[config.mk]
export PLATFORM = sky130hd
export DESIGN_NAME = ppi_hs_port
export DESIGN_NICKNAME = d
export VERILOG_FILES = /design/src/rtl/ppi_pkg.sv /design/src/rtl/ppi_fifo.sv /design/src/rtl/ppi_hs_port.sv
export SDC_FILE = /design/constraint.sdc
export NUM_CORES = 1
export LEC_CHECK = 0
export ABC_AREA = 1
export ABC_CLOCK_PERIOD_IN_PS = 2700
export CAP_MARGIN = 20
export CORE_MARGIN = 10
export CORE_UTILIZATION = 45
export CTS_CLUSTER_SIZE = 8
export DETAILED_ROUTE_END_ITERATION = 8
export PLACE_DENSITY = 0.65
export RECOVER_POWER = 100
export SLEW_MARGIN = 20
export SYNTH_ARGS = -nofsm -noshare
export SYNTH_HDL_FRONTEND = slang
export SYNTH_SLANG_ARGS = --single-unit
[constraint.sdc]
create_clock -name CLK -period 2.7 [get_ports CLK]
set_input_delay 0.81 -clock CLK [delete_from_list [all_inputs] [get_ports CLK]]
set_output_delay 0.81 -clock CLK [all_outputs]
set_load 0.05 [all_outputs]
[src/rtl/ppi_pkg.sv]
// Register map, control/status bit positions and mode/direction enums for the PPI handshake port.
package ppi_pkg;

  localparam logic [1:0] ADDR_DATA = 2'd0;
  localparam logic [1:0] ADDR_CTRL = 2'd1;
  localparam logic [1:0] ADDR_STAT = 2'd2;
  localparam logic [1:0] ADDR_RSVD = 2'd3;

  localparam int CTRL_MODE = 0;
  localparam int CTRL_DIR  = 1;
  localparam int CTRL_INTE = 2;
  localparam logic [2:0] CTRL_RESET = 3'b010;

  localparam int STAT_INTR  = 0;
  localparam int STAT_EMPTY = 1;
  localparam int STAT_FULL  = 2;
  localparam int STAT_OVF   = 3;
  localparam int STAT_CNT   = 4;

  typedef enum logic {MODE_BASIC = 1'b0, MODE_STROBED = 1'b1} mode_e;
  typedef enum logic {DIR_OUT = 1'b0, DIR_IN = 1'b1} dir_e;

endpackage

[src/rtl/ppi_fifo.sv]
// Handshake FIFO: head visible combinationally, push/pop take effect on the clock edge.
// Pop is applied before push, so a full FIFO accepts a push in the same cycle as a pop.
module ppi_fifo #(
  parameter int WIDTH = 8,
  parameter int DEPTH = 4
) (
  input  logic                       clk,
  input  logic                       reset,
  input  logic                       flush,
  input  logic                       push,
  input  logic                       pop,
  input  logic [WIDTH-1:0]           din,
  output logic [WIDTH-1:0]           dout,
  output logic                       full,
  output logic                       empty,
  output logic [$clog2(DEPTH):0]     count
);
  localparam int AW = $clog2(DEPTH);
  localparam int CW = AW + 1;

  logic [WIDTH-1:0] mem [DEPTH];
  logic [AW-1:0]    wptr, rptr;
  logic             do_push, do_pop;

  assign empty   = (count == '0);
  assign full    = (count == CW'(DEPTH));
  assign do_pop  = pop && !empty;
  assign do_push = push && (!full || do_pop);
  assign dout    = mem[rptr];

  always_ff @(posedge clk) begin
    if (reset || flush) begin
      wptr  <= '0;
      rptr  <= '0;
      count <= '0;
    end else begin
      if (do_push) wptr <= wptr + 1'b1;
      if (do_pop)  rptr <= rptr + 1'b1;
      count <= count + CW'(do_push) - CW'(do_pop);
    end
  end

  always_ff @(posedge clk) begin
    if (do_push && !reset && !flush) mem[wptr] <= din;
  end

endmodule

[src/rtl/ppi_hs_port.sv]
// CPU-facing parallel port with basic and strobed handshake modes; DOUT and INTR are registered.
// Peripheral strobes/acks act on the 3rd CLK edge after the pin falls; overflowing pushes are dropped and flagged.
module ppi_hs_port
  import ppi_pkg::*;
#(
  parameter int WIDTH = 8,
  parameter int DEPTH = 4
) (
  input  logic             CLK,
  input  logic             RESET,
  input  logic             CS,
  input  logic             RD,
  input  logic             WR,
  input  logic [1:0]       ADDR,
  input  logic [WIDTH-1:0] DIN,
  output logic [WIDTH-1:0] DOUT,
  input  logic [WIDTH-1:0] PORT_IN,
  output logic [WIDTH-1:0] PORT_OUT,
  output logic             PORT_OE,
  input  logic             STB_N,
  input  logic             ACK_N,
  output logic             IBF,
  output logic             OBF_N,
  output logic             INTR
);
  localparam int CW = $clog2(DEPTH) + 1;

  logic [2:0]       ctrl;
  mode_e            mode;
  dir_e             dir;
  logic             inte;
  logic             ovf;
  logic [WIDTH-1:0] latch, rdata, in_head, out_head;
  logic [2:0]       stb_sync, ack_sync;
  logic             stb_evt, ack_evt;
  logic             rd_cyc, wr_cyc, data_rd, data_wr, ctrl_wr, stat_rd;
  logic             strobed_in, strobed_out;
  logic             in_push, in_pop, in_full, in_empty;
  logic             out_push, out_pop, out_full, out_empty;
  logic [CW-1:0]    in_cnt, out_cnt, sel_cnt;
  logic             sel_full, sel_empty;
  logic             ovf_set, intr_next;
  logic [8:0]       stat;

  assign mode = mode_e'(ctrl[CTRL_MODE]);
  assign dir  = dir_e'(ctrl[CTRL_DIR]);
  assign inte = ctrl[CTRL_INTE];

  // sync[0], sync[1] form the synchronizer; sync[2] is the delayed copy for edge detection
  assign stb_evt = stb_sync[2] & ~stb_sync[1];
  assign ack_evt = ack_sync[2] & ~ack_sync[1];

  assign rd_cyc  = CS && RD && !WR;
  assign wr_cyc  = CS && WR && !RD;
  assign data_rd = rd_cyc && (ADDR == ADDR_DATA);
  assign stat_rd = rd_cyc && (ADDR == ADDR_STAT);
  assign data_wr = wr_cyc && (ADDR == ADDR_DATA);
  assign ctrl_wr = wr_cyc && (ADDR == ADDR_CTRL);

  assign strobed_in  = (mode == MODE_STROBED) && (dir == DIR_IN);
  assign strobed_out = (mode == MODE_STROBED) && (dir == DIR_OUT);
  assign in_push     = strobed_in && stb_evt;
  assign in_pop      = strobed_in && data_rd;
  assign out_push    = strobed_out && data_wr;
  assign out_pop     = strobed_out && ack_evt;

  assign ovf_set   = (in_push && in_full && !in_pop) || (out_push && out_full && !out_pop);
  assign intr_next = inte && (mode == MODE_STROBED) && ((dir == DIR_IN) ? !in_empty : !out_full);

  ppi_fifo #(.WIDTH(WIDTH), .DEPTH(DEPTH)) u_in_fifo (
    .clk(CLK), .reset(RESET), .flush(ctrl_wr), .push(in_push), .pop(in_pop),
    .din(PORT_IN), .dout(in_head), .full(in_full), .empty(in_empty), .count(in_cnt)
  );

  ppi_fifo #(.WIDTH(WIDTH), .DEPTH(DEPTH)) u_out_fifo (
    .clk(CLK), .reset(RESET), .flush(ctrl_wr), .push(out_push), .pop(out_pop),
    .din(DIN), .dout(out_head), .full(out_full), .empty(out_empty), .count(out_cnt)
  );

  assign sel_cnt   = (dir == DIR_IN) ? in_cnt   : out_cnt;
  assign sel_full  = (dir == DIR_IN) ? in_full  : out_full;
  assign sel_empty = (dir == DIR_IN) ? in_empty : out_empty;
  assign stat      = {5'(sel_cnt), ovf, sel_full, sel_empty, INTR};

  assign PORT_OE  = (dir == DIR_OUT);
  assign PORT_OUT = (dir == DIR_IN)       ? '0    :
                    (mode == MODE_BASIC)  ? latch :
                    out_empty             ? '0    : out_head;
  assign IBF      = in_full;
  assign OBF_N    = out_empty;

  always_comb begin
    rdata = '0;
    case (ADDR)
      ADDR_DATA: begin
        if (dir == DIR_OUT)         rdata = PORT_OUT;
        else if (mode == MODE_BASIC) rdata = PORT_IN;
        else if (!in_empty)         rdata = in_head;
      end
      ADDR_CTRL: rdata = WIDTH'(ctrl);
      ADDR_STAT: rdata = WIDTH'(stat);
      default:   rdata = '0;
    endcase
  end

  always_ff @(posedge CLK) begin
    if (RESET) begin
      ctrl     <= CTRL_RESET;
      DOUT     <= '0;
      latch    <= '0;
      ovf      <= 1'b0;
      INTR     <= 1'b0;
      stb_sync <= '1;
      ack_sync <= '1;
    end else begin
      stb_sync <= {stb_sync[1:0], STB_N};
      ack_sync <= {ack_sync[1:0], ACK_N};
      INTR     <= intr_next;
      if (rd_cyc) DOUT <= rdata;
      if (ctrl_wr) ctrl <= {DIN[CTRL_INTE], DIN[CTRL_DIR], DIN[CTRL_MODE]};
      if (data_wr && mode == MODE_BASIC && dir == DIR_OUT) latch <= DIN;
      // a fresh overflow wins over the clear-on-read of the same cycle
      if (ctrl_wr)      ovf <= 1'b0;
      else if (ovf_set) ovf <= 1'b1;
      else if (stat_rd) ovf <= 1'b0;
    end
  end

endmodule
=== After elaboration in Yosys (flattened, before gate mapping) ===
Memories as Yosys holds them, arrays and structs flattened. A register that Yosys moved wholly into a read port is not among the register bits.
Cells that the tools add are included.

* Flip-flop bits (word level): 41
* RAM bits: 64
* Input bits: 25
* Output and inout port bits: 20
* Word-level logic and storage cells: 103
* Memories kept: 2

* Add/sub/neg operators: 8
* Equality and inequality tests: 4
* Multiplexer cells: 21
* Bitwise operators: 6
* Reductions and logical operators: 49

{| class="wikitable"
|+ Memory list
! memory !! depth !! width !! rd ports !! clocked after memory_dff !! write ports !! RTL line !! text
|-
| u_in_fifo.mem || 4 || 8 || 1 || 1 || 1 || ppi_fifo.sv:21 || <nowiki>logic [WIDTH-1:0] mem [DEPTH];</nowiki>
|-
| u_out_fifo.mem || 4 || 8 || 1 || 1 || 1 || ppi_fifo.sv:21 ||
|}

{| class="wikitable"
|+ Operators with widths
! cell !! count
|-
| $mux W8 || 6
|-
| $logic_and A1 B1 Y1 || 30
|-
| $pmux W8 S3 || 1
|-
| $logic_not A1 Y1 || 10
|-
| $mux W1 || 9
|-
| $add A2 B1 Y2 const B || 4
|-
| $mux W2 || 4
|-
| $add A3 B1 Y3 || 2
|-
| $eq A3 B3 Y1 const B || 2
|-
| $logic_not A3 Y1 || 2
|-
| $sub A3 B1 Y3 || 2
|-
| $logic_or A1 B1 Y1 || 4
|-
| $not A1 Y1 || 4
|-
| $mux W3 || 1
|-
| $and A1 B1 Y1 || 2
|-
| $eq A2 B1 Y1 const B || 1
|-
| $eq A2 B2 Y1 const B || 1
|-
| $logic_not A2 Y1 || 1
|-
| $reduce_bool A2 Y1 || 1
|-
| $reduce_or A2 Y1 || 1
|}

=== Longest topological paths before layout ===
Gate-level depths: netlist of run 1.

* Depth after elaboration: 11
* Mapped depth: 13
* Mapped depth without buffers: 12

=== Hierarchy ===
Synthesis of run 1 repeated with hierarchy kept, for this count alone.

* Cell total of the unflattened synthesis: 539
* Area total of the unflattened synthesis: 4914.7 sq um

{| class="wikitable"
|+ By module, submodules not included
! module !! instances !! cells an instance !! area an instance (sq um) !! seq. area each (sq um)
|-
| ppi_fifo || 2 || 148 || 1691.6 || 1141.1
|-
| ppi_hs_port || 1 || 243 || 1531.5 || 540.5
|}

=== Worst setup path before layout of run 1 ===
No wires, ideal clock.

* Path kind: in2reg
* From: input port WR
* To: register u_in_fifo.count[2]
* Setup time: 0.116 ns
* Arrival: 2.468 ns
* Required time: 2.584 ns
* Slack: 0.115 ns
* Cell stages on the path: 12
* Cell sequence: inv_1 -> nand3_1 -> nor3_2 -> nand2_2 -> nor2_4 -> ha_1 -> inv_1 -> ha_1 -> fa_1 -> xnor2_1 -> xor2_1 -> nor2_1

* Longest elaborated chain between the ends: 9
* Elaborated cells between the ends (all ways): 13

{| class="wikitable"
|+ RTL lines
! what !! RTL line !! text
|-
| start: declaration || ppi_hs_port.sv:13 || <nowiki>input logic WR,</nowiki>
|-
| $logic_not A1 Y1 (*) || ppi_hs_port.sv:53 || <nowiki>assign rd_cyc = CS && RD && !WR;</nowiki>
|-
| $logic_and A1 B1 Y1 (*) || ppi_hs_port.sv:53 ||
|-
| $logic_and A1 B1 Y1 (*) || ppi_hs_port.sv:55 || <nowiki>assign data_rd = rd_cyc && (ADDR == ADDR_DATA);</nowiki>
|-
| $logic_and A1 B1 Y1 (*) || ppi_hs_port.sv:63 || <nowiki>assign in_pop = strobed_in && data_rd;</nowiki>
|-
| $logic_and A1 B1 Y1 (*) || ppi_fifo.sv:27 || <nowiki>assign do_pop = pop && !empty;</nowiki>
|-
| named net u_in_fifo.do_pop || ppi_fifo.sv:23 || <nowiki>logic do_push, do_pop;</nowiki>
|-
| $logic_or A1 B1 Y1 || ppi_fifo.sv:28 || <nowiki>assign do_push = push && (!full || do_pop);</nowiki>
|-
| $logic_and A1 B1 Y1 || ppi_fifo.sv:28 ||
|-
| $add A3 B1 Y3 || ppi_fifo.sv:39 || <nowiki>count <= count + CW'(do_push) - CW'(do_pop);</nowiki>
|-
| $sub A3 B1 Y3 (*) || ppi_fifo.sv:39 ||
|-
| end signal: assignment || ppi_fifo.sv:39 ||
|-
| end: declaration || ppi_fifo.sv:16 || <nowiki>output logic [$clog2(DEPTH):0] count</nowiki>
|}

The timed path passes the listed nets; every way through them passes the cells marked *.
A chain may end at the register's enable or synchronous reset.

=== Final worst setup path of run 1 ===
* From: input port RD
* To: register u_in_fifo.count[2]

* Longest elaborated chain between the ends: 9
* Elaborated cells between the ends (all ways): 13

{| class="wikitable"
|+ RTL lines
! what !! RTL line !! text
|-
| start: declaration || ppi_hs_port.sv:12 || <nowiki>input logic RD,</nowiki>
|-
| $logic_and A1 B1 Y1 (*) (2 in series) || ppi_hs_port.sv:53 ||
|-
| $logic_and A1 B1 Y1 (*) || ppi_hs_port.sv:55 ||
|-
| $logic_and A1 B1 Y1 (*) || ppi_hs_port.sv:63 ||
|-
| $logic_and A1 B1 Y1 (*) || ppi_fifo.sv:27 ||
|-
| named net u_in_fifo.do_pop || ppi_fifo.sv:23 ||
|-
| $logic_or A1 B1 Y1 || ppi_fifo.sv:28 ||
|-
| $logic_and A1 B1 Y1 || ppi_fifo.sv:28 ||
|-
| $add A3 B1 Y3 || ppi_fifo.sv:39 ||
|-
| $sub A3 B1 Y3 (*) || ppi_fifo.sv:39 ||
|}

Marks and branches as above.

==> impl_summary.txt, run 1 <==
----------------------------------------------------
[Status]
  Status ... complete, no violations

[Logic synthesis]
  Library cell occupying the most area in the post-synthesis netlist ... sky130_fd_sc_hd__edfxtp_1
  Cells after synthesis ... 530
  Synth Net Count ... between 500 and 600
  Number of synthesized flops with an enable pin ... between 60 and 70
  Synth top area share ... 39.3%
  Async SR Flop Fraction ... 0%
  Most repeated cell in the gate-level netlist after synthesis ... sky130_fd_sc_hd__nand2_1
  Part of the Yosys area used for sequential elements ... between 50% and 60%
  Post-synth top flop ... sky130_fd_sc_hd__edfxtp_1
  Count of state elements after synthesis ... ~110
  Largest cells by area after synthesis ... sky130_fd_sc_hd__edfxtp_1 (39%), sky130_fd_sc_hd__dfxtp_1 (18%), sky130_fd_sc_hd__nand2_1 (9.4%)
  Count of synthesis-stage warnings from yosys ... 0
  Combined area of all synthesized cells ... between 4000 and 5000 µm²
  Most frequent cells after synthesis ... sky130_fd_sc_hd__nand2_1 (123), sky130_fd_sc_hd__edfxtp_1 (64), sky130_fd_sc_hd__inv_1 (56), sky130_fd_sc_hd__nor2_1 (56), sky130_fd_sc_hd__dfxtp_1 (45)
  Number of distinct library cell variants in the gate-level netlist after synthesis ... 36
  Mean instance size in the synthesized netlist ... between 9 and 10 µm²

[Final layout]
  Final nets ... ~640
  Relative area change from synthesis to final layout ... 19.2%
  Fin util ... a little over half
  Share of final-layout standard cells stronger than drive strength 1 ... between 10% and 20%
  Number of filler cells placed in the layout ... 1000
  Ant diodes ... 0

[Routing]
  Post-route DRC violation count ... 0
  Violation count after the first detailed-routing iteration ... between 300 and 400
  Detailed-route wire length per cell ... 14.5 µm
  ANT nets after route ... 0
  Wire length after detailed routing ... between 10 and 15 mm
  Number of search-and-repair iterations in the first detailed-routing pass ... 5
  Total via count in the routed design ... between 3000 and 4000
  Routed via count divided by cell count ... about 4.9

[Floorplan]
  Number of placement rows ... 38
  Number of ports placed on the die boundary ... 45
  Overall die width ... roughly 120 µm
  Core region area ... 10700 µm²
  Initial core utilization ... between 40% and 50%
  Y dimension of the die ... approximately 120 µm
  Total Die Area ... ~15000 µm²

[CTS]
  Clock Tree Root ... sky130_fd_sc_hd__clkbuf_8
  CTS Hold Buffers Added ... 0
  Max H-tree Level ... 3
  CTS tree ... done
  Clock latency on the worst-skew pair ... 0.39 ns
  Clock input transition at the sequential cells of the worst setup and hold paths ... ~0.10 ns
  Num Clock Sinks ... between 100 and 150
  Total clock buffers created by CTS ... 9
  Buffer depth of the longest clock path ... 2

[Timing]
  Clock Skew ... between 0.01 and 0.015 ns
  Final clock period utilization by the worst path ... between 90% and 100%
  Slew HR ... between 60 and 70%
  Measured slew at the worst slew-check pin ... around 0.53 ns
  Final hold violations ... 0
  Minimum clock period ... 2.62 ns
  Final setup fails ... 0
  Max Freq ... 382 MHz
  Total count of max-transition violations in the final report ... 0
  Accumulated negative setup slack ... 0 ns
  Unrepaired setup endpoints after global routing ... true

[Critical path]
  Critical path startpoint category ... primary input
  Kind of critical path ... primary input to register
  Required time reported for the critical path endpoint ... 2.97 ns
  Kind of end point of the critical path ... register
  Largest driver fanout on the critical path ... 2
  Setup crit start ... RD
  R2r setup slk ... 0.35 ns
  Path depth of the worst reg2reg path ... 11
  Terminus of the critical flop-to-flop path ... u_out_fifo.count[2]
  Data arrival, critical path ... 2.89 ns
  Worst reg2reg startpoint ... u_out_fifo.count[1]

[Power]
  Power per cell area ... 489 nW/µm²
  PnR Total Power ... ~2.9 mW
  VDD IR max ... about 0.24 mV
  Static leakage ... roughly 2.4 nW

[Global route]
  Maximum number of pins on one net before global-route repair ... 20
  Global routing met1 resource utilization ... ~18%
  Top Usage Layer GRT ... met2
  Overall track demand over capacity in global routing ... between 10 and 15%
  GR Layer Usage met2 ... between 20% and 30%
  First-pass GRT wire length ... around 18 mm
  Antenna violations before repair ... 0
  Total congestion overflow after global routing ... 0
  Met3 GRT Util ... 2.94%
  Number of global-route vias before repair ... 3651

[Placed design]
  PortBufs ... 44
  Weighted congestion at the end of routability-driven global placement ... roughly 0.88
  Total half-perimeter wirelength after legalization and detailed placement ... about 8.1 mm

[Min path]
  Endpoint, Worst Hold ... stb_sync[1]
  Cell count of the worst hold path ... 1
  Worst hold path type ... register to register
  Hold wc startpoint ... stb_sync[0]

[Flow run]
  Maximum capacitance violations ... 0

----------------------------------------------------
-- area by class of cell --
| class | count | area [µm²] | share of cell area [%] |
|---|---|---|---|
| flip-flops and latches | 109 | 2830 | 48.4 |
| clock inverters | 7 | 58.8 | 1.01 |
| multi-input cells | 332 | 1700 | 29.1 |
| inverters | 74 | 287 | 4.91 |
| well taps | 140 | 175 | 3.00 |
| repair buffers | 79 | 667 | 11.4 |
| clock buffers | 9 | 124 | 2.12 |
-- power breakdown --
group | leakage, nW | switching (mW) | internal [mW]
registers | 0.939 | 0.00429 | 1.76
logic | 1.32 | 0.0857 | 0.0581
clock network | 0.0917 | 0.594 | 0.349
-- cells in the final DEF (no fill, tap or decap), drive strengths merged --
cell           count
dlygate4sd2        2
clkinv             7
nor2              64
a2111oi            1
a211oi             1
edfxtp            64
o21ai             34
xnor2              2
nor3               2
ha                12
buf               41
dfxtp             45
xor2               1
inv               73
dlygate4sd3       17
o211ai             1
clkinvlp           1
clkbuf            12
clkdlybuf4s50     16
nand3b             1
a21oi             34
nand4              1
or2                5
fa                 2
nand3             37
nand2            126
a31oi              1
o22ai              7
-- sequential cells by signal, indices dropped and copies added (netlist names), named ones only --
register and count:
INTR 1, u_in_fifo.mem 32, u_in_fifo.count 3, DOUT 8
ovf 1, u_in_fifo.wptr 2, latch 8, stb_sync 3
u_out_fifo.rptr 2, ack_sync 3, u_out_fifo.mem 32, ctrl 3
u_out_fifo.wptr 2, u_in_fifo.rptr 2, u_out_fifo.count 3
-- worst max-delay path by stage --
| stage | end | slack [ns] | depth (start not counted) |
|---|---|---|---|
| after detailed placement | u_in_fifo.count[2] | -0.45 | 12 |
| final | u_in_fifo.count[2] | 0.08 | 12 |
| after floorplan | u_in_fifo.count[2] | 0.12 | 12 |
| after global routing | u_in_fifo.count[2] | -0.05 | 15 |
| after global placement | u_in_fifo.count[2] | -0.34 | 12 |
| after CTS | u_in_fifo.count[2] | 0.005 | 12 |
-- cell families after synthesis --
group           after synthesis  share of synthesized area [%]
compound gates               79                           8.69
buf+inv                      89                           8.10
fa+ha+maj                    14                           3.89
flops                       109                           57.7
simple gates                236                           21.1
xor+xnor                      3                          0.537
-- per-stage QoR --
step	hold slack [ns]	setup WS (ns)	instances	cell area, µm²
after floorplan	0.389	0.115	530	4890
after global placement	0.392	-0.340	728	5600
after detailed placement	0.393	-0.446	728	5600
after CTS	0.417	0.00538	750	5830
after global routing	0.442	-0.0457	750	5830
final	0.416	0.0789	750	5830
-- per-layer routing --
layer,part of all wire (%),vias to the layer above
met5,0,-
met4,1.2,0
met3,4.6,10
met2,47,82
met1,47,1684
li1,-,1877
-- timing repair --
action / 4_1_cts / 5_1_grt
buffers inserted: 6 / 0
setup endpoints to repair: 8 / 4
pin swaps: 4 / 2
resized for setup: 5 / 4
hold endpoints to repair: 0 / 0
-- critical path: stages --
cell and delay [ns]:
sky130_fd_sc_hd__clkdlybuf4s50_1 0.53, sky130_fd_sc_hd__nand3_4 0.11, sky130_fd_sc_hd__nor3_4 0.16, sky130_fd_sc_hd__nand2_2 0.10
sky130_fd_sc_hd__nor2_4 0.09, sky130_fd_sc_hd__ha_1 0.13, sky130_fd_sc_hd__inv_1 0.04, sky130_fd_sc_hd__ha_1 0.20
sky130_fd_sc_hd__fa_2 0.36, sky130_fd_sc_hd__xnor2_2 0.14, sky130_fd_sc_hd__xor2_1 0.16, sky130_fd_sc_hd__nor2_1 0.06
Note: power is estimated with default switching activity, not from simulation.
==> inputs of run 2 (changes only) <==
Settings changed: CELL_PAD_IN_SITES_DETAIL_PLACEMENT from default to 1, CELL_PAD_IN_SITES_GLOBAL_PLACEMENT from default to 1, CORE_UTILIZATION 45 to 41, CTS_BUF_LIST from default to sky130_fd_sc_hd__clkbuf_4, GPL_TIMING_DRIVEN from default to 0, PLACE_DENSITY 0.65 to 0.75.
==> run 2 against run 1 <==
  * Worst setup slack worse by 0.057 ns
  * Non-clock buffer count down 6
  * Clock skew up 0.0022 ns
  * Critical path depth shrank 4
  * Largest power group unchanged
==> impl_summary.txt, run 2 (synthesis results as in run 1) <==
----------------------------------------------------
[Placed design]
  Cell total after placement ... just over 700
  Total half-perimeter wirelength after legalization and detailed placement ... ~9.5 mm
  PortBufs ... 44
  Weighted congestion at the end of routability-driven global placement ... a little over 0.8
  Cell area after placement ... between 5000 and 6000 µm²

[Floorplan]
  Core region area ... approximately 12000 µm²
  Overall die width ... approximately 130 µm
  Number of ports placed on the die boundary ... 45
  Number of placement rows ... 39
  Y dimension of the die ... between 100 and 150 µm
  Total Die Area ... 16700 µm²
  Initial core utilization ... between 40% and 50%

[Power]
  Proportion of power drawn by combinational gates ... slightly below 5%
  Seq pwr share ... between 60% and 70%
  VDD IR max ... between 0.2 and 0.3 mV
  Sw Ratio ... between 20% and 30%
  PnR Total Power ... between 2 and 3 mW
  Total internal power ... about 2.2 mW
  Static leakage ... roughly 2.4 nW
  Power per cell area ... 472 nW/µm²
  Net load switching power ... between 0.6 and 0.7 mW
  Power share of the clock group ... approximately a third

[Routing]
  Violation count after the first detailed-routing iteration ... between 200 and 250
  ANT nets after route ... 0
  Total via count in the routed design ... about 3800
  Routed via count divided by cell count ... 5.08
  Detailed-route wire length per cell ... 17.3 µm
  Number of search-and-repair iterations in the first detailed-routing pass ... 4
  Post-route DRC violation count ... 0
  Wire length after detailed routing ... about 13 mm

[Final layout]
  Number of filler cells placed in the layout ... around 1300
  Ant diodes ... 0
  Most common cell after layout, fill and taps aside ... sky130_fd_sc_hd__nand2_1
  Finished Layout Cells ... approximately 750
  Post-route cell area ... around 6000 µm²
  Relative area change from synthesis to final layout ... 21.5%
  Most used cells in the layout excluding fill and tap cells ... sky130_fd_sc_hd__nand2_1 (118), sky130_fd_sc_hd__edfxtp_1 (64), sky130_fd_sc_hd__inv_1 (59)
  Final nets ... ~640
  Largest registers in the final layout ... u_in_fifo.mem (32), u_out_fifo.mem (32)
  Fin util ... between 50 and 60%
  Share of final-layout standard cells stronger than drive strength 1 ... 20.7%

[Critical path]
  Largest driver fanout on the critical path ... 5
  Kind of critical path ... register to output port
  Critical path startpoint category ... register
  Required time reported for the critical path endpoint ... approximately 1.9 ns
  Kind of end point of the critical path ... output port
  Data arrival, critical path ... roughly 1.9 ns

[Timing]
  Final hold violations ... 0
  Clock Skew ... around 0.013 ns
  Total count of max-transition violations in the final report ... 0
  Measured slew at the worst slew-check pin ... between 0.5 and 0.6 ns
  Minimum clock period ... ~2.7 ns
  Final clock period utilization by the worst path ... between 90 and 100%
  Final setup fails ... 0
  Hold WS ... roughly 0.43 ns
  Slew HR ... roughly 64%
  Unrepaired setup endpoints after global routing ... true
  Max Freq ... about 370 MHz

[CTS]
  Max H-tree Level ... 3
  Num Clock Sinks ... roughly 110
  Clock Tree Root ... sky130_fd_sc_hd__clkbuf_4
  CTS Hold Buffers Added ... 0
  Clock input transition at the sequential cells of the worst setup and hold paths ... 0.16 ns
  CTS tree ... done
  Buffer depth of the longest clock path ... 2
  Total clock buffers created by CTS ... 9
  Clock latency on the worst-skew pair ... 0.46 ns

[Flow run]
  Maximum capacitance violations ... 0

[Global route]
  First-pass GRT wire length ... 20.8 mm
  Overall track demand over capacity in global routing ... between 10% and 20%
  Number of global-route vias before repair ... 3970
  Antenna violations before repair ... 0
  Total congestion overflow after global routing ... 0
  Maximum number of pins on one net before global-route repair ... 18

[Status]
  Status ... complete, no violations

[Min path]
  Worst hold path type ... register to register

----------------------------------------------------
## run 2: worst paths after layout
path / startpoint / end / slack, ns / cells past startpoint
worst min-delay path: stb_sync[0] / stb_sync[1] / 0.43 / 1
worst max-delay path: register / PORT_OUT[3] / 0.02 / 8
worst max register to register: u_out_fifo.count[2] / u_out_fifo.count[2] / 0.27 / 12
worst min register to register: stb_sync[0] / stb_sync[1] / 0.43 / 1
## run 2: area by class of cell
class                   count  area, µm²  share of cell area (%)
flip-flops and latches    109       2830                    47.5
multi-input cells         332       1800                    30.2
repair buffers             58        573                    9.64
inverters                  74        297                    4.99
well taps                 143        179                    3.01
plain buffers              15        116                    1.96
clock inverters             7       90.1                    1.51
clock buffers               9       67.6                    1.14
## run 2: critical path, cell delays in order (launching register included)
cell and delay, ns:
sky130_fd_sc_hd__dfxtp_2 0.36, sky130_fd_sc_hd__buf_8 0.14, sky130_fd_sc_hd__clkinv_8 0.07, sky130_fd_sc_hd__buf_8 0.13, sky130_fd_sc_hd__o21ai_1 0.12, sky130_fd_sc_hd__o22ai_1 0.11, sky130_fd_sc_hd__a21oi_2 0.22, sky130_fd_sc_hd__inv_1 0.05
sky130_fd_sc_hd__buf_2 0.21
## run 2: metal layers
layer  global-route usage (%)  routed length (µm)  up-vias
met3                     4.00                 697       12
met5                        0                   0        -
met1                     20.2                5750     1843
met2                     26.0                6320       84
met4                     4.88                 146        0
li1                         -                   -     1858
## run 2: repair_timing
action | CTS | global route
pin swaps | 5 | 9
setup buffers | 2 | 11
endpoints found under the setup margin | 44 | 67
gates cloned | 0 | 1
resized for setup | 59 | 49
## run 2: power groups by stage
stage,Clock [mW],Sequential (mW),Combinational [mW]
6_report,0.905,1.77,0.138
5_1_grt,0.982,1.77,0.154
4_1_cts,0.924,1.77,0.147
3_5_place_dp,0,1.80,0.144
3_3_place_gp,0,1.80,0.141
2_1_floorplan,0,1.81,0.0563
## run 2: metrics by stage
step / TNS [ns] / worst slack (ns)
floorplan: 0 / 0.115
global placement: -31.10 / -0.572
detailed placement: -34.58 / -0.654
CTS: -0.177 / -0.177
global route: -0.529 / -0.0951
finish: 0 / 0.0223
==> edit 1 (settings of run 2) <==
`WIDTH` is set to 8 in 2 places; all go to 10.
--- a/src/rtl/ppi_fifo.sv
+++ b/src/rtl/ppi_fifo.sv
@@ -3,3 +3,3 @@
 module ppi_fifo #(
-  parameter int WIDTH = 8,
+  parameter int WIDTH = 10,
   parameter int DEPTH = 4
--- a/src/rtl/ppi_hs_port.sv
+++ b/src/rtl/ppi_hs_port.sv
@@ -5,3 +5,3 @@
 #(
-  parameter int WIDTH = 8,
+  parameter int WIDTH = 10,
   parameter int DEPTH = 4
Interface: changed (resized DIN, DOUT, PORT_IN and PORT_OUT); port bits go from 45 to 53. No check against the original RTL was run, so the function may have changed too.
==> edit 1 against run 2 <==
  * Worst setup slack got worse by 71 ps
  * Wire length grew 28%
  * Via count grew 21%
  * Clock power grew 29%
  * Power grew 22%
  * Sequential cell count grew 20
  * Count of clock-buffer cells in the layout increased by 12
  * The flow now finishes with violations (negative setup slack)
  * Global-route usage is 1.6 points higher
  * Synthesized area up 15%
  * Hold slack got worse by 15 ps
  * Highest routed layer unchanged
  * Design area rose by 19%
  * Sequential share of layout area increased by 0.52 points
  * Fmax decreased by 2.6%
==> edit 1: results (changes against run 2) <==
violated_checks: "negative setup slack"
slew-limit-headroom: 0.516  # -0.126
met1_usage: 0.211  # +0.00894
drt_first_iter_violations: 323  # +61%
finalSetupViolCount: 12  # +12
track_usage: 0.175  # +0.0162
grt_start_max_net_pins: 17  # -1
parity_gate_share_of_the_synthesized_area_counting_xor_and_xnor_cells: 0.00468  # -0.000687
total_leakage_power_nw: 2.78  # +17%
crit_end: "u_in_fifo.mem[0][8]"
layout_top_registers: "u_in_fifo.mem x40, u_out_fifo.mem x40"
hpwlAfterDp_um: 11200  # +18%
finalWeightedCongestion: 0.807  # -1.6%
place_ws_ps: -944  # -290 ps
number_of_cells_on_the_worst_reg_to_reg_path: 7  # -5
yosys.cell_types.count: 31  # -14%
finalWirelength_um: 16500  # +28%
postLayoutSetupSlackWorst_ps: -48.3  # -70.5 ps
post_cts_resize_count: 113  # +92%
cp_data_arrival_time_ps: 2950  # +1080 ps
globalRouteMet2Util: 0.291  # +0.0304
vias_in_the_first_global_route: 4823  # +21%
grt.met3_usage: 0.0418  # +0.00182
wl_met1_um: 6960  # +21%
final_nets: 741  # +16%
syn-num-nets: 651  # +14%
synth_cells: 608  # +15%
worst_ir_drop_vdd_mv: 0.222  # -18%
run_status: "finished, violations left"
edit 1: worst max-delay path: stages:
cell                              delay (ps)
sky130_fd_sc_hd__clkdlybuf4s50_1         520
sky130_fd_sc_hd__inv_1                   150
sky130_fd_sc_hd__nor2_1                   80
sky130_fd_sc_hd__nand2_1                 170
sky130_fd_sc_hd__inv_1                   100
sky130_fd_sc_hd__nor2_1                  170
sky130_fd_sc_hd__buf_4                   200
sky130_fd_sc_hd__nand2_1                 150
sky130_fd_sc_hd__nor2_2                  600
edit 1: power breakdown:
part / internal [mW] / switching [mW]
clock: 0.472 / 0.694
sequential: 2.09 / 0.00491
combinational: 0.0602 / 0.0989
total: 2.62 / 0.797
edit 1: final cells by class:
type	count	area, µm²
timing repair buffer	71	748
inverter	73	282
clock buffer	21	158
multi-input combinational	386	2060
fill	1567	6280
sequential	129	3400
clock inverter	11	73.8
buffer	20	135
tap	176	220
==> edit 2 (flow settings as in run 2) <==
Without the edit above. Register the output `INTR` once more, without a reset; this adds one clock of latency there. The other outputs are not delayed to match. Comments in the files are not updated.
--- a/src/rtl/ppi_hs_port.sv
+++ b/src/rtl/ppi_hs_port.sv
@@ -26,2 +26,4 @@
   localparam int CW = $clog2(DEPTH) + 1;
+
+  logic INTR_s0;
 
@@ -82,3 +84,3 @@
   assign sel_empty = (dir == DIR_IN) ? in_empty : out_empty;
-  assign stat      = {5'(sel_cnt), ovf, sel_full, sel_empty, INTR};
+  assign stat      = {5'(sel_cnt), ovf, sel_full, sel_empty, INTR_s0};
 
@@ -111,3 +113,3 @@
       ovf      <= 1'b0;
-      INTR     <= 1'b0;
+      INTR_s0  <= 1'b0;
       stb_sync <= '1;
@@ -117,3 +119,3 @@
       ack_sync <= {ack_sync[1:0], ACK_N};
-      INTR     <= intr_next;
+      INTR_s0  <= intr_next;
       if (rd_cyc) DOUT <= rdata;
@@ -128,2 +130,6 @@
 
+  always_ff @(posedge CLK) begin
+    INTR <= INTR_s0;
+  end
+
 endmodule
Check against the original RTL: not equivalent (a bounded check fails within 4 cycles, from zero or initial values and one cycle with RESET high).
==> edit 2 against run 2 <==
  * The flow now finishes with violations (negative setup slack)
  * Global-route usage decreased by 0.41 points
  * Design area decreased by 3.3%
  * Wire length decreased by 3.3%
  * Highest routed layer unchanged
  * Synthesized area increased by 0.41%
  * Sequential cell count increased by 1
  * Worst setup slack got worse by 29 ps
  * Power decreased by 1.8%
==> edit 2: results (changes against run 2) <==
cp_data_arrival_time_ps: 2820  # +950 ps
critPathMaxFanout: 8  # +3
vias: 3771  # -0.68%
hpwlAfterDp_um: 9530  # -0.18%
track_usage: 0.155  # -0.00406
total_leakage_power_nw: 2.30  # -3.3%
yosys-top-cells-area: "sky130_fd_sc_hd__edfxtp_1, sky130_fd_sc_hd__dfxtp_1, sky130_fd_sc_hd__nand2_1"
power_switching_mw: 0.619  # -1.1%
hold_path_end: "INTR"
worst-r2r-setup-slack_ps: 340  # +70 ps
post-cts-setup-buffers: 2  # unchanged
detailed_place.area_um2: 5530  # +0.36%
worst_ir_drop_vdd_mv: 0.230  # -15%
tns_ps: -13.9  # -13.9 ps
finalSetupViolCount: 2  # +2
worstSkewPairLatency_ps: 470
postSynthAreaPerCell_um2: 9.26  # +0.22%
hold_path_startpoint: "INTR_s0"
drt_first_iter_violations: 220  # +9.5%
crit-reg2reg-launch: "u_out_fifo.count[1]"
via_per_inst: 5.10  # +0.39%
final_nets: 630  # -1.3%
whs_path_depth: 0  # -1
vias_in_the_first_global_route: 4036  # +1.7%
grt_start_max_net_pins: 17  # -1
synth.top_cells.by_count: "sky130_fd_sc_hd__nand2_1, sky130_fd_sc_hd__edfxtp_1, sky130_fd_sc_hd__inv_1, sky130_fd_sc_hd__nor2_1, sky130_fd_sc_hd__dfxtp_1"
drive_gt1_frac: 0.161  # -0.0459
clockBufferDepth: 2  # unchanged
syn-num-nets: 570  # +0.18%
slew-limit-headroom: 0.429  # -0.212
numCtsBuffers: 9  # unchanged
run_status: "finished, violations left"
critical-path-top-delay-family: "simple AND/OR/NAND/NOR gates"
worst_clock_skew_ps: 11.8  # -1.40 ps
antennaDiodeCount: 0  # unchanged
grt_first_pass_wirelength_um: 20200  # -2.8%
number_of_cells_on_the_worst_reg_to_reg_path: 11  # -1
inst_count_dp: 718  # +0.14%
post_cts_resize_count: 57  # -3.4%
violated_checks: "negative setup slack"
worst_path_max_delay_cell: "sky130_fd_sc_hd__nor2_1"
crit_end: "u_in_fifo.mem[3][6]"
postLayoutSetupSlackWorst_ps: -7.22  # -29.5 ps
finalWeightedCongestion: 0.842  # +2.7%
hold-worst-slack_ps: 394  # -40.5 ps
seq_area_frac_synth: 0.578  # +0.00172
max_stage_delay_ps: 660  # +300 ps
timing_startpoint_of_the_critical_path: "RD"
fill_cells: 1363  # +2.3%
finalWirelength_um: 12500  # -3.3%
place_ws_ps: -732  # -78.1 ps
synth-warning-count: 0  # unchanged
[edit 2: worst reg2reg max path, stage by stage (launching register included)]
cell and delay (ps):
sky130_fd_sc_hd__dfxtp_2 400, sky130_fd_sc_hd__inv_1 70, sky130_fd_sc_hd__nand3_1 160, sky130_fd_sc_hd__nand3_4 170, sky130_fd_sc_hd__nor2_4 210, sky130_fd_sc_hd__ha_1 260, sky130_fd_sc_hd__inv_1 60, sky130_fd_sc_hd__ha_1 130
sky130_fd_sc_hd__inv_1 50, sky130_fd_sc_hd__fa_1 370, sky130_fd_sc_hd__or2_2 300, sky130_fd_sc_hd__a21oi_1 120
[edit 2: cell families after synthesis]
kind of cell	after synthesis	synth area share
XOR/XNOR	3	0.00535
buffers and inverters	89	0.0807
AO/OA/AOI/OAI	79	0.0866
adder cells (fa/ha/maj)	14	0.0387
AND/OR/NAND/NOR	236	0.210
flip-flops	110	0.578
[edit 2: layer usage]
metal | routed length [µm] | track usage
met5 | 0 | 0
met3 | 551 | 0.0338
met2 | 6070 | 0.264
met4 | 179 | 0.0595
met1 | 5690 | 0.187
[edit 2: power groups by stage]
stage          Sequential, mW  Clock [mW]  Combinational [mW]
3_3_place_gp             1.82           0               0.139
6_report                 1.78       0.840               0.137
2_1_floorplan            1.82           0              0.0563
4_1_cts                  1.78       0.869               0.144
3_5_place_dp             1.82           0               0.142
5_1_grt                  1.78       0.919               0.152
[edit 2: cell type report]
class / instances / area [µm²] / share of cell area
clock buffer: 12 / 90.1 / 0.0157
clock inverter: 4 / 47.5 / 0.00827
buffer: 14 / 96.3 / 0.0168
sequential: 110 / 2850 / 0.495
tap: 143 / 179 / 0.0311
timing repair buffer: 50 / 467 / 0.0812
multi-input combinational: 332 / 1730 / 0.302
inverter: 74 / 289 / 0.0503
